<file path="config.mk">
export PLATFORM = sky130hd
export DESIGN_NAME = urv_fetch_queue
export DESIGN_NICKNAME = d
export VERILOG_FILES = /design/src/rtl/urv_fetch_queue.sv
export SDC_FILE = /design/constraint.sdc
export NUM_CORES = 1
export LEC_CHECK = 0
export ABC_AREA = 1
export CAP_MARGIN = 25
export CORE_ASPECT_RATIO = 1.4
export CORE_MARGIN = 8
export CORE_UTILIZATION = 40
export CTS_CLUSTER_SIZE = 28
export DETAILED_ROUTE_END_ITERATION = 7
export PLACE_DENSITY = 0.68
export SYNTH_ARGS = -nofsm -noshare
export SYNTH_HDL_FRONTEND = slang
export SYNTH_SLANG_ARGS = --single-unit
</file>
<file path="constraint.sdc">
create_clock -name clk_i -period 6.3 [get_ports clk_i]
set_input_delay 0.945 -clock clk_i [delete_from_list [all_inputs] [get_ports clk_i]]
set_output_delay 0.945 -clock clk_i [all_outputs]
set_load 0.02 [all_outputs]
</file>
<file path="src/rtl/urv_fetch_queue.sv">
// urv_fetch_queue -- instruction fetch stage of the uRV core.
//
// Generates sequential fetch addresses, issues in-order reads to instruction
// memory and buffers the returned words in a small queue. The queue head is
// presented to decode one instruction per cycle. Redirects from execute flush
// the queue and discard responses of reads that are still in flight.
//
// Ports
//   clk_i       in   1   clock, rising edge
//   rst_n_i     in   1   asynchronous active-low reset
//   f_stall_i   in   1   decode stall, head instruction is not consumed
//   x_bra_i     in   1   redirect request (1-cycle pulse)
//   x_pc_bra_i  in  32   redirect target, bits [1:0] ignored
//   im_addr_o   out 32   instruction memory read address
//   im_rd_o     out  1   read request (always accepted)
//   im_data_i   in  32   read data
//   im_valid_i  in   1   read data valid, in request order
//   f_ir_o      out 32   instruction word at queue head
//   f_pc_o      out 32   PC of f_ir_o
//   f_valid_o   out  1   head entry valid
//
// state | meaning
// ------+-------------------------------------------------------
// BOOT  | first cycle after reset, no reads issued
// RUN   | normal fetch operation (permanent)

module urv_fetch_queue #(
  parameter logic [31:0] RESET_VECTOR = 32'h0,
  parameter int          QUEUE_DEPTH  = 2
) (
  input  logic        clk_i,
  input  logic        rst_n_i,
  input  logic        f_stall_i,
  input  logic        x_bra_i,
  input  logic [31:0] x_pc_bra_i,
  output logic [31:0] im_addr_o,
  output logic        im_rd_o,
  input  logic [31:0] im_data_i,
  input  logic        im_valid_i,
  output logic [31:0] f_ir_o,
  output logic [31:0] f_pc_o,
  output logic        f_valid_o
);

  localparam int PW = $clog2(QUEUE_DEPTH);
  localparam int CW = PW + 1;

  typedef enum logic {
    BOOT = 1'b0,
    RUN  = 1'b1
  } state_t;

  state_t state, state_nxt;

  logic [31:0]   fetch_pc;
  logic [CW-1:0] count;
  logic [CW-1:0] outstanding;
  logic [CW-1:0] drop;

  // addresses of issued reads, popped as their responses return
  logic [31:0]   pcf [QUEUE_DEPTH];
  logic [PW-1:0] pcf_wr;
  logic [PW-1:0] pcf_rd;

  // instruction queue
  logic [31:0]   q_ir [QUEUE_DEPTH];
  logic [31:0]   q_pc [QUEUE_DEPTH];
  logic [PW-1:0] q_wr;
  logic [PW-1:0] q_rd;

  logic          issue;
  logic          resp;
  logic          keep;
  logic          pop;
  logic [CW:0]   used;

  logic          unused_bits;
  assign unused_bits = ^x_pc_bra_i[1:0];

  always_ff @(posedge clk_i or negedge rst_n_i) begin
    if (!rst_n_i) state <= BOOT;
    else          state <= state_nxt;
  end

  always_comb begin
    state_nxt = state;
    issue     = 1'b0;
    resp      = 1'b0;
    keep      = 1'b0;
    pop       = 1'b0;
    used      = '0;

    case (state)
      BOOT:    state_nxt = RUN;
      RUN:     state_nxt = RUN;
      default: state_nxt = BOOT;
    endcase

    // a response with nothing outstanding is a protocol violation and is ignored
    resp = im_valid_i && (outstanding != '0);
    keep = resp && (drop == '0) && !x_bra_i;
    pop  = f_valid_o && !f_stall_i;

    // Credits count the head being consumed this cycle as already free, so a
    // depth-2 queue can sustain one instruction per cycle. A returning
    // response moves one unit from outstanding to count, leaving the sum as is.
    used  = {1'b0, count} + {1'b0, outstanding} - (CW+1)'(pop);
    issue = (state == RUN) && !x_bra_i && (used < (CW+1)'(QUEUE_DEPTH));
  end

  assign im_rd_o   = issue;
  assign im_addr_o = fetch_pc;

  always_ff @(posedge clk_i or negedge rst_n_i) begin
    if (!rst_n_i) begin
      fetch_pc    <= RESET_VECTOR;
      outstanding <= '0;
      drop        <= '0;
      pcf_wr      <= '0;
      pcf_rd      <= '0;
      for (int i = 0; i < QUEUE_DEPTH; i++) pcf[i] <= '0;
    end else begin
      if (x_bra_i)    fetch_pc <= {x_pc_bra_i[31:2], 2'b00};
      else if (issue) fetch_pc <= fetch_pc + 32'd4;

      if (issue) begin
        pcf[pcf_wr] <= fetch_pc;
        pcf_wr      <= pcf_wr + PW'(1);
      end
      if (resp) pcf_rd <= pcf_rd + PW'(1);

      outstanding <= outstanding + CW'(issue) - CW'(resp);

      // every read still in flight after the redirect cycle belongs to the old path
      if (x_bra_i)                  drop <= outstanding - CW'(resp);
      else if (resp && drop != '0)  drop <= drop - CW'(1);
    end
  end

  always_ff @(posedge clk_i or negedge rst_n_i) begin
    if (!rst_n_i) begin
      count <= '0;
      q_wr  <= '0;
      q_rd  <= '0;
      for (int i = 0; i < QUEUE_DEPTH; i++) begin
        q_ir[i] <= '0;
        q_pc[i] <= '0;
      end
    end else if (x_bra_i) begin
      count <= '0;
      q_wr  <= '0;
      q_rd  <= '0;
    end else begin
      if (keep) begin
        q_ir[q_wr] <= im_data_i;
        q_pc[q_wr] <= pcf[pcf_rd];
        q_wr       <= q_wr + PW'(1);
      end
      if (pop) q_rd <= q_rd + PW'(1);
      count <= count + CW'(keep) - CW'(pop);
    end
  end

  assign f_valid_o = (count != '0);
  assign f_ir_o    = q_ir[q_rd];
  assign f_pc_o    = q_pc[q_rd];

endmodule
</file>
==> results of run 1 <==
==> flip-flops by register name, indices dropped and copies added, names as in the netlist <==
name	cells
q_wr	1
q_ir	64
pcf_rd	1
count	2
q_rd	1
pcf	60
q_pc	60
outstanding	2
state	1
im_addr_o	30
drop	2
pcf_wr	1
==> cell type report <==
type,count,area [um^2]
repair buffers,173,1750
clock inverters,6,105
fillers,2616,13400
multi-input cells,965,4210
flip-flops and latches,225,5630
well taps,328,410
inverters,134,503
clock buffers,30,632
==> per-layer routing <==
| metal | up-vias | routed length, um | global-route usage, % |
|---|---|---|---|
| met5 | - | 0 | 0 |
| li1 | 4581 | - | - |
| met1 | 4218 | 12000 | 21.5 |
| met2 | 250 | 13400 | 29.6 |
| met4 | 0 | 630 | 5.22 |
| met3 | 41 | 1520 | 2.97 |
==> worst max-delay path: stages <==
cell             delay [ps]
clkdlybuf4s50_1         390
inv_1                    50
nand2_1                  90
nor2_1                  180
o21ai_0                 140
fa_1                    490
nand2_1                  50
nor2_1                   80
nand2_1                 180
inv_1                   130
clkdlybuf4s50_1         670
==> power groups by stage <==
stage               Combinational, uW  Clock, uW  Sequential, uW
global route                     3210       1450            2510
detailed placement               2880          0            2450
global placement                 2810          0            2430
finish                           2870       1350            2430
CTS                              2890       1390            2430
floorplan                        1690          0            2440
==> stage by stage <==
step	power, uW	hold WS, ps	setup slack (ps)	util, %
3_5_place_dp	5320	459	1910	46.7
3_3_place_gp	5240	453	1910	46.7
2_1_floorplan	4140	442	2820	-
4_1_cts	6710	474	1890	49.5
6_report	6660	472	1950	49.7
5_1_grt	7170	496	1780	49.7
==> placed cells by master, fill, tap and decap left out, types with 2 or more instances in the layout <==
cell type / count
buf_12: 2
buf_4: 10
bufinv_16: 3
clkbuf_1: 4
clkbuf_16: 23
clkbuf_8: 3
clkdlybuf4s50_1: 159
clkinv_2: 3
conb_1: 5
dfrtp_1: 225
ha_1: 7
inv_1: 132
inv_2: 2
nand2_1: 587
nand2_4: 2
nand3_1: 81
nor2_1: 47
nor2_2: 2
nor3_1: 2
o211ai_1: 6
o21ai_0: 126
o21ai_1: 78
o21ai_2: 4
or2_2: 2
xor2_1: 9
==> how the worst max path moves through the flow <==
stage	from	to	slack, ps	cells past startpoint
finish	f_stall_i	im_rd_o	1950	11
global route	f_stall_i	im_rd_o	1780	12
CTS	f_stall_i	im_rd_o	1890	11
detailed placement	f_stall_i	im_rd_o	1910	11
global placement	f_stall_i	im_rd_o	1910	12
floorplan	f_stall_i	im_rd_o	2820	11
==> logic make-up (layout without fill, tap and decap cells) <==
logic type | Yosys count | after routing | share of synthesized area (%)
buf+inv | 210 | 343 | 8.73
simple gates | 726 | 726 | 26.7
compound gates | 216 | 216 | 10.4
flops | 225 | 225 | 52.3
fa+ha+maj | 8 | 8 | 1.00
other cells | 2 | 5 | 0.0698
xor+xnor | 10 | 10 | 0.814
==> load_flow_metrics.sql, run 1 <==
INSERT INTO impl_metrics (metric_group, metric, value, unit) VALUES
('critical_path', 'arrival', '3400', 'ps'),
('floorplanning', 'placement_rows', '71', ''),
('synth', 'distinct_cell_type_count_of_the_synthesized_netlist', '31', ''),
('critical_path', 'cp-start-kind', 'input port', ''),
('route', 'wire_per_inst', '14.8', 'um'),
('synth', 'synthFlopType', 'dfrtp_1', ''),
('final_layout', 'drive_gt1_share', '3.98', '%'),
('sta', 'fmax', '0.230', 'GHz'),
('critical_path', 'reg2reg_depth', '15', ''),
('route', 'route.antenna.remaining_nets', '0', ''),
('route', 'mean_number_of_vias_per_cell', '4.88', ''),
('power_and_ir_drop', 'pwr-share-comb', '43.1', '%'),
('floorplanning', 'initial_core_util', '40.4', '%'),
('critical_path', 'worstReg2RegStart', 'count[1]', ''),
('sta', 'skew', '4.33', 'ps'),
('run', 'cap_viol_max_count', '0', ''),
('clock_network', 'clkLatencyLatePin', '500', 'ps'),
('floorplanning', 'core_area', '26700', 'um^2'),
('sta', 'timing_worst_slew_pin_value', '955', 'ps'),
('synth', 'asyncSetResetFlopFracSynth', '100', '%'),
('sta', 'finalWorstPathRequiredPeriod', '4350', 'ps'),
('synth', 'ys_seq_area_share', '52.3', '%'),
('synth', 'syn_inst', '1397', ''),
('sta', 'timing.final.max_slew_violations', '0', ''),
('clock_network', 'tritoncts', 'built', ''),
('critical_path', 'worst_r2r_endpoint', 'pcf[17]', ''),
('critical_path', 'crit_required', '5350', 'ps'),
('critical_path', 'critPathKind', 'input port to output pin', ''),
('synth', 'syn_area', '10800', 'um^2'),
('clock_network', 'post_cts_resize_count', '0', ''),
('power_and_ir_drop', 'internal_power', '4030', 'uW'),
('sta', 'max_slew_headroom_at_the_worst_pin', '36.3', '%'),
('final_layout', 'num-nets-final', '1598', ''),
('critical_path', 'critPathCaptureType', 'output pin', ''),
('clock_network', 'ctsHoldBuffers', '0', ''),
('power_and_ir_drop', 'net_switching_power', '2630', 'uW'),
('global_routing', 'gr-total-overflow', '0', ''),
('synth', 'avgSynthCellArea', '7.71', 'um^2'),
('synth', 'synth.area.top_cells', 'dfrtp_1 52%, nand2_1 20%, o21ai_0 5.9%, inv_1 4.6%, nand3_1 3.8%', ''),
('final_layout', 'post_layout_inst_area', '13200', 'um^2'),
('sta', 'final_cycle_utilization_of_the_critical_path', '69.0', '%'),
('clock_network', 'postCtsSetupBuffers', '0', ''),
('clock_network', 'cts_max_level', '1', ''),
('route', 'totalWireLength', '27.5', 'mm'),
('global_routing', 'grt_antenna_before_repair', '0', ''),
('placed_design', 'place_area', '12500', 'um^2'),
('synth', 'synth.most_common_cell', 'nand2_1', ''),
('clock_network', 'clk_path_buf_depth', '3', ''),
('placed_design', 'placed_cells', '1823', ''),
('synth', 'synthDominantCellAreaShare', '52.3', '%'),
('min_path', 'worstHoldPathCells', '2', ''),
('floorplanning', 'design.die.area', '32500', 'um^2'),
('run_status', 'run_status', 'complete, no violations', ''),
('min_path', 'hold_end', 'q_pc[45]', ''),
('min_path', 'holdCritStartpoint', 'q_pc[45]', ''),
('route', 'drt_iter0_markers', '561', ''),
('clock_network', 'clock-root-buffer', 'clkbuf_16', ''),
('global_routing', 'global_route_wire_length_before_repair', '46.1', 'mm'),
('synth', 'synth.top_cells.by_count', '587 x nand2_1, 225 x dfrtp_1, 133 x inv_1, 126 x o21ai_0, 81 x nand3_1', ''),
('placed_design', 'gp_routability_congestion', '0.911', ''),
('synth', 'post-synth-top-area-cell', 'dfrtp_1', ''),
('sta', 'finalHoldViolCount', '0', ''),
('sta', 'rsz_0062_raised_after_global_routing', 'no', ''),
('synth', 'yosys_warnings', '0', ''),
('critical_path', 'critical_path_peak_fanout', '6', ''),
('power_and_ir_drop', 'total_leakage_power', '0.00659', 'uW'),
('final_layout', 'layout_overhead_on_the_synthesized_area', '23.0', '%'),
('global_routing', 'pin_count_of_the_biggest_net_entering_global_routing', '105', ''),
('power_and_ir_drop', 'power.density', '503', 'nW/um^2'),
('route', 'vias', '9090', ''),
('power_and_ir_drop', 'worst_ir_drop_vdd', '0.249', 'mV');
Power figures use the tool's default switching activity.
==> run 2, diff against run 1 <==
clock period = 4 ns   (was 6.3 ns; I/O delays follow)
==> run 2 against run 1 <==
Total power grew 58%. Flip-flop and latch count is the same. Critical path depth is the same. Sequential power grew 58%. Final cell count grew 0.59%. Critical endpoint unchanged. Utilization grew 0.17 points.
==> load_flow_metrics.sql, run 2 (synthesized netlist as in run 1, its figures left out) <==
INSERT INTO impl_metrics (metric_group, metric, value, unit) VALUES
('run_status', 'run_status', 'complete, no violations', ''),
('critical_path', 'critPathKind', 'input port to output pin', ''),
('global_routing', 'number_of_global_route_vias_before_repair', '9109', ''),
('clock_network', 'cts_inserted_buffers', '23', ''),
('final_layout', 'layout_overhead_on_the_synthesized_area', '23.4', '%'),
('critical_path', 'critical_path.slowest_cell', 'clkdlybuf4s50_1', ''),
('global_routing', 'gr-total-overflow', '0', ''),
('sta', 'timing.final.max_slew_violations', '0', ''),
('clock_network', 'postCtsSetupBuffers', '0', ''),
('sta', 'max_slew_headroom_at_the_worst_pin', '43.2', '%'),
('critical_path', 'timing.critical_path.mode_cell', 'nand2_1', ''),
('clock_network', 'clk_path_buf_depth', '3', ''),
('sta', 'rsz_0062_raised_after_global_routing', 'no', ''),
('critical_path', 'crit_path_max_cell_delay', '630', 'ps'),
('sta', 'timing_worst_slew_pin_value', '853', 'ps'),
('route', 'totalWireLength', '27.7', 'mm'),
('critical_path', 'critPathCaptureType', 'output pin', ''),
('power_and_ir_drop', 'internal_power', '6320', 'uW'),
('route', 'detail_route.drc_violations', '0', ''),
('power_and_ir_drop', 'net_switching_power', '4170', 'uW'),
('route', 'drt_pre_antenna_iters', '5', ''),
('floorplanning', 'boundaryPins', '167', ''),
('floorplanning', 'placement_rows', '71', ''),
('floorplanning', 'initial_core_util', '40.4', '%'),
('route', 'drt_iter0_markers', '567', ''),
('sta', 'final_cycle_utilization_of_the_critical_path', '89.4', '%'),
('power_and_ir_drop', 'total_power', '10500', 'uW'),
('power_and_ir_drop', 'total_leakage_power', '0.00661', 'uW'),
('final_layout', 'antenna_fix_cells', '0', ''),
('final_layout', 'largest_register_ff_count', '64', ''),
('sta', 'finalHoldViolCount', '0', ''),
('global_routing', 'global_route_wire_length_before_repair', '46.4', 'mm'),
('floorplanning', 'die_outline_width', '155', 'um'),
('final_layout', 'area.sequential', '5630', 'um^2'),
('placed_design', 'detailed_place_hpwl', '19.2', 'mm'),
('sta', 'final.hold.worst_slack', '31.0', 'ps'),
('route', 'route.antenna.remaining_nets', '0', ''),
('clock_network', 'clkLatencyLatePin', '510', 'ps'),
('power_and_ir_drop', 'worst_ir_drop_vdd', '0.349', 'mV'),
('route', 'vias', '9224', ''),
('sta', 'finalWorstPathRequiredPeriod', '3580', 'ps'),
('placed_design', 'number_of_buffers_inserted_by_port_buffering', '160', ''),
('placed_design', 'gp_routability_congestion', '0.931', ''),
('global_routing', 'grt_antenna_before_repair', '0', ''),
('power_and_ir_drop', 'fraction_of_power_spent_switching_nets', '39.8', '%'),
('final_layout', 'num-nets-final', '1605', ''),
('clock_network', 'cts.clk_slew.worst_paths', '60', 'ps'),
('final_layout', 'final_common_cell', 'nand2_1', ''),
('floorplanning', 'chipHeight', '210', 'um'),
('final_layout', 'multi_input_comb_area', '4210', 'um^2'),
('power_and_ir_drop', 'power.density', '790', 'nW/um^2'),
('clock_network', 'clock-root-buffer', 'clkbuf_16', ''),
('final_layout', 'drive_gt1_share', '4.34', '%'),
('sta', 'final-setup-viol-count', '0', ''),
('clock_network', 'cts_max_level', '1', ''),
('critical_path', 'timing.critical_path.cells', 'clkdlybuf4s50_1 > inv_1 > nand2_1 > nor2_1 > o21ai_0 > fa_1 > nand2_1 > nor2_1 > nand2_1 > inv_1 > clkdlybuf4s50_1', ''),
('global_routing', 'grt_util_all_layers', '17.2', '%'),
('critical_path', 'critical_path_peak_fanout', '4', ''),
('sta', 'setup_total_negative_slack', '0', 'ps'),
('floorplanning', 'design.die.area', '32500', 'um^2'),
('power_and_ir_drop', 'clock_group_share_of_total_power', '20.3', '%'),
('sta', 'fmax', '0.279', 'GHz'),
('critical_path', 'crit_required', '3400', 'ps'),
('floorplanning', 'core_area', '26700', 'um^2'),
('power_and_ir_drop', 'pwr-share-comb', '43.2', '%'),
('clock_network', 'clock_sink_count', '225', ''),
('final_layout', 'nFillCells', '2616', ''),
('run', 'cap_viol_max_count', '0', ''),
('power_and_ir_drop', 'power.sequential.fraction', '36.5', '%'),
('global_routing', 'pin_count_of_the_biggest_net_entering_global_routing', '77', ''),
('final_layout', 'registers_with_the_most_flip_flops', 'q_ir: 64 flops, pcf: 60 flops, q_pc: 60 flops', ''),
('min_path', 'worst_hold_path_type', 'input port to async pin', ''),
('clock_network', 'ctsHoldBuffers', '0', ''),
('sta', 'skew', '12.6', 'ps'),
('final_layout', 'most-common-layout-cells', '587 x nand2_1, 225 x dfrtp_1, 159 x clkdlybuf4s50_1', ''),
('clock_network', 'tritoncts', 'built', ''),
('route', 'mean_number_of_vias_per_cell', '4.93', ''),
('final_layout', 'largest_register', 'q_ir', ''),
('clock_network', 'post_cts_resize_count', '0', ''),
('critical_path', 'cp-start-kind', 'input port', ''),
('route', 'wire_per_inst', '14.8', 'um'),
('critical_path', 'arrival', '2980', 'ps');
## run 2: metrics by stage
| stage | utilization (%) | std cells | cell area (um^2) | setup WS (ps) |
|---|---|---|---|---|
| after detailed placement | 46.9 | 1829 | 12500 | 378 |
| after floorplan | - | 1400 | 10800 | 1210 |
| after global routing | 49.9 | 1872 | 13300 | 123 |
| after global placement | 46.9 | 1829 | 12500 | 361 |
| final | 49.9 | 1872 | 13300 | 422 |
| after CTS | 49.7 | 1870 | 13200 | 341 |
## run 2: final cells by class
| class | count | share of cell area (%) |
|---|---|---|
| Sequential cell | 225 | 42.4 |
| Multi-Input combinational cell | 965 | 31.7 |
| Timing Repair Buffer | 179 | 13.5 |
| Clock buffer | 35 | 4.90 |
| Inverter | 134 | 3.79 |
| Tap cell | 328 | 3.09 |
| Clock inverter | 6 | 0.659 |
## run 2: power by group through the flow
stage	clock (uW)	sequential [uW]	combinational [uW]
after detailed placement	0	3850	4550
after global placement	0	3830	4460
after CTS	2190	3820	4570
after global routing	2280	3950	5080
after floorplan	0	3850	2670
final	2130	3830	4540
## run 2: routing by layer
metal / GRT usage, % / vias to the layer above / part of all wire, %
met3: 2.62 / 53 / 5.2
met2: 29.6 / 264 / 49
met4: 6.03 / 0 / 2.8
met1: 21.7 / 4306 / 43
met5: 0 / - / 0
li1: - / 4601 / -
## run 2: path summary, 6_finish.rpt
kind	startpoint	endpoint	slack, ps	cells past startpoint
worst max-delay path	f_stall_i	im_rd_o	420	11
worst min-delay path	rst_n_i	count[0]	30	1
worst max register to register	count[1]	pcf[19]	1040	15
worst min register to register	q_pc[52]	q_pc[52]	470	2
max in group asynchronous	rst_n_i	pcf[61]	2940	2
min in group clk_i	q_pc[52]	q_pc[52]	470	2
## run 2: worst max-delay path, delay by kind of cell
| kind | cells | cell delay, ps |
|---|---|---|
| AO/OA/AOI/OAI | 1 | 140 |
| buffers and inverters | 4 | 1240 |
| adder cells (fa/ha/maj) | 1 | 490 |
| AND/OR/NAND/NOR | 5 | 500 |
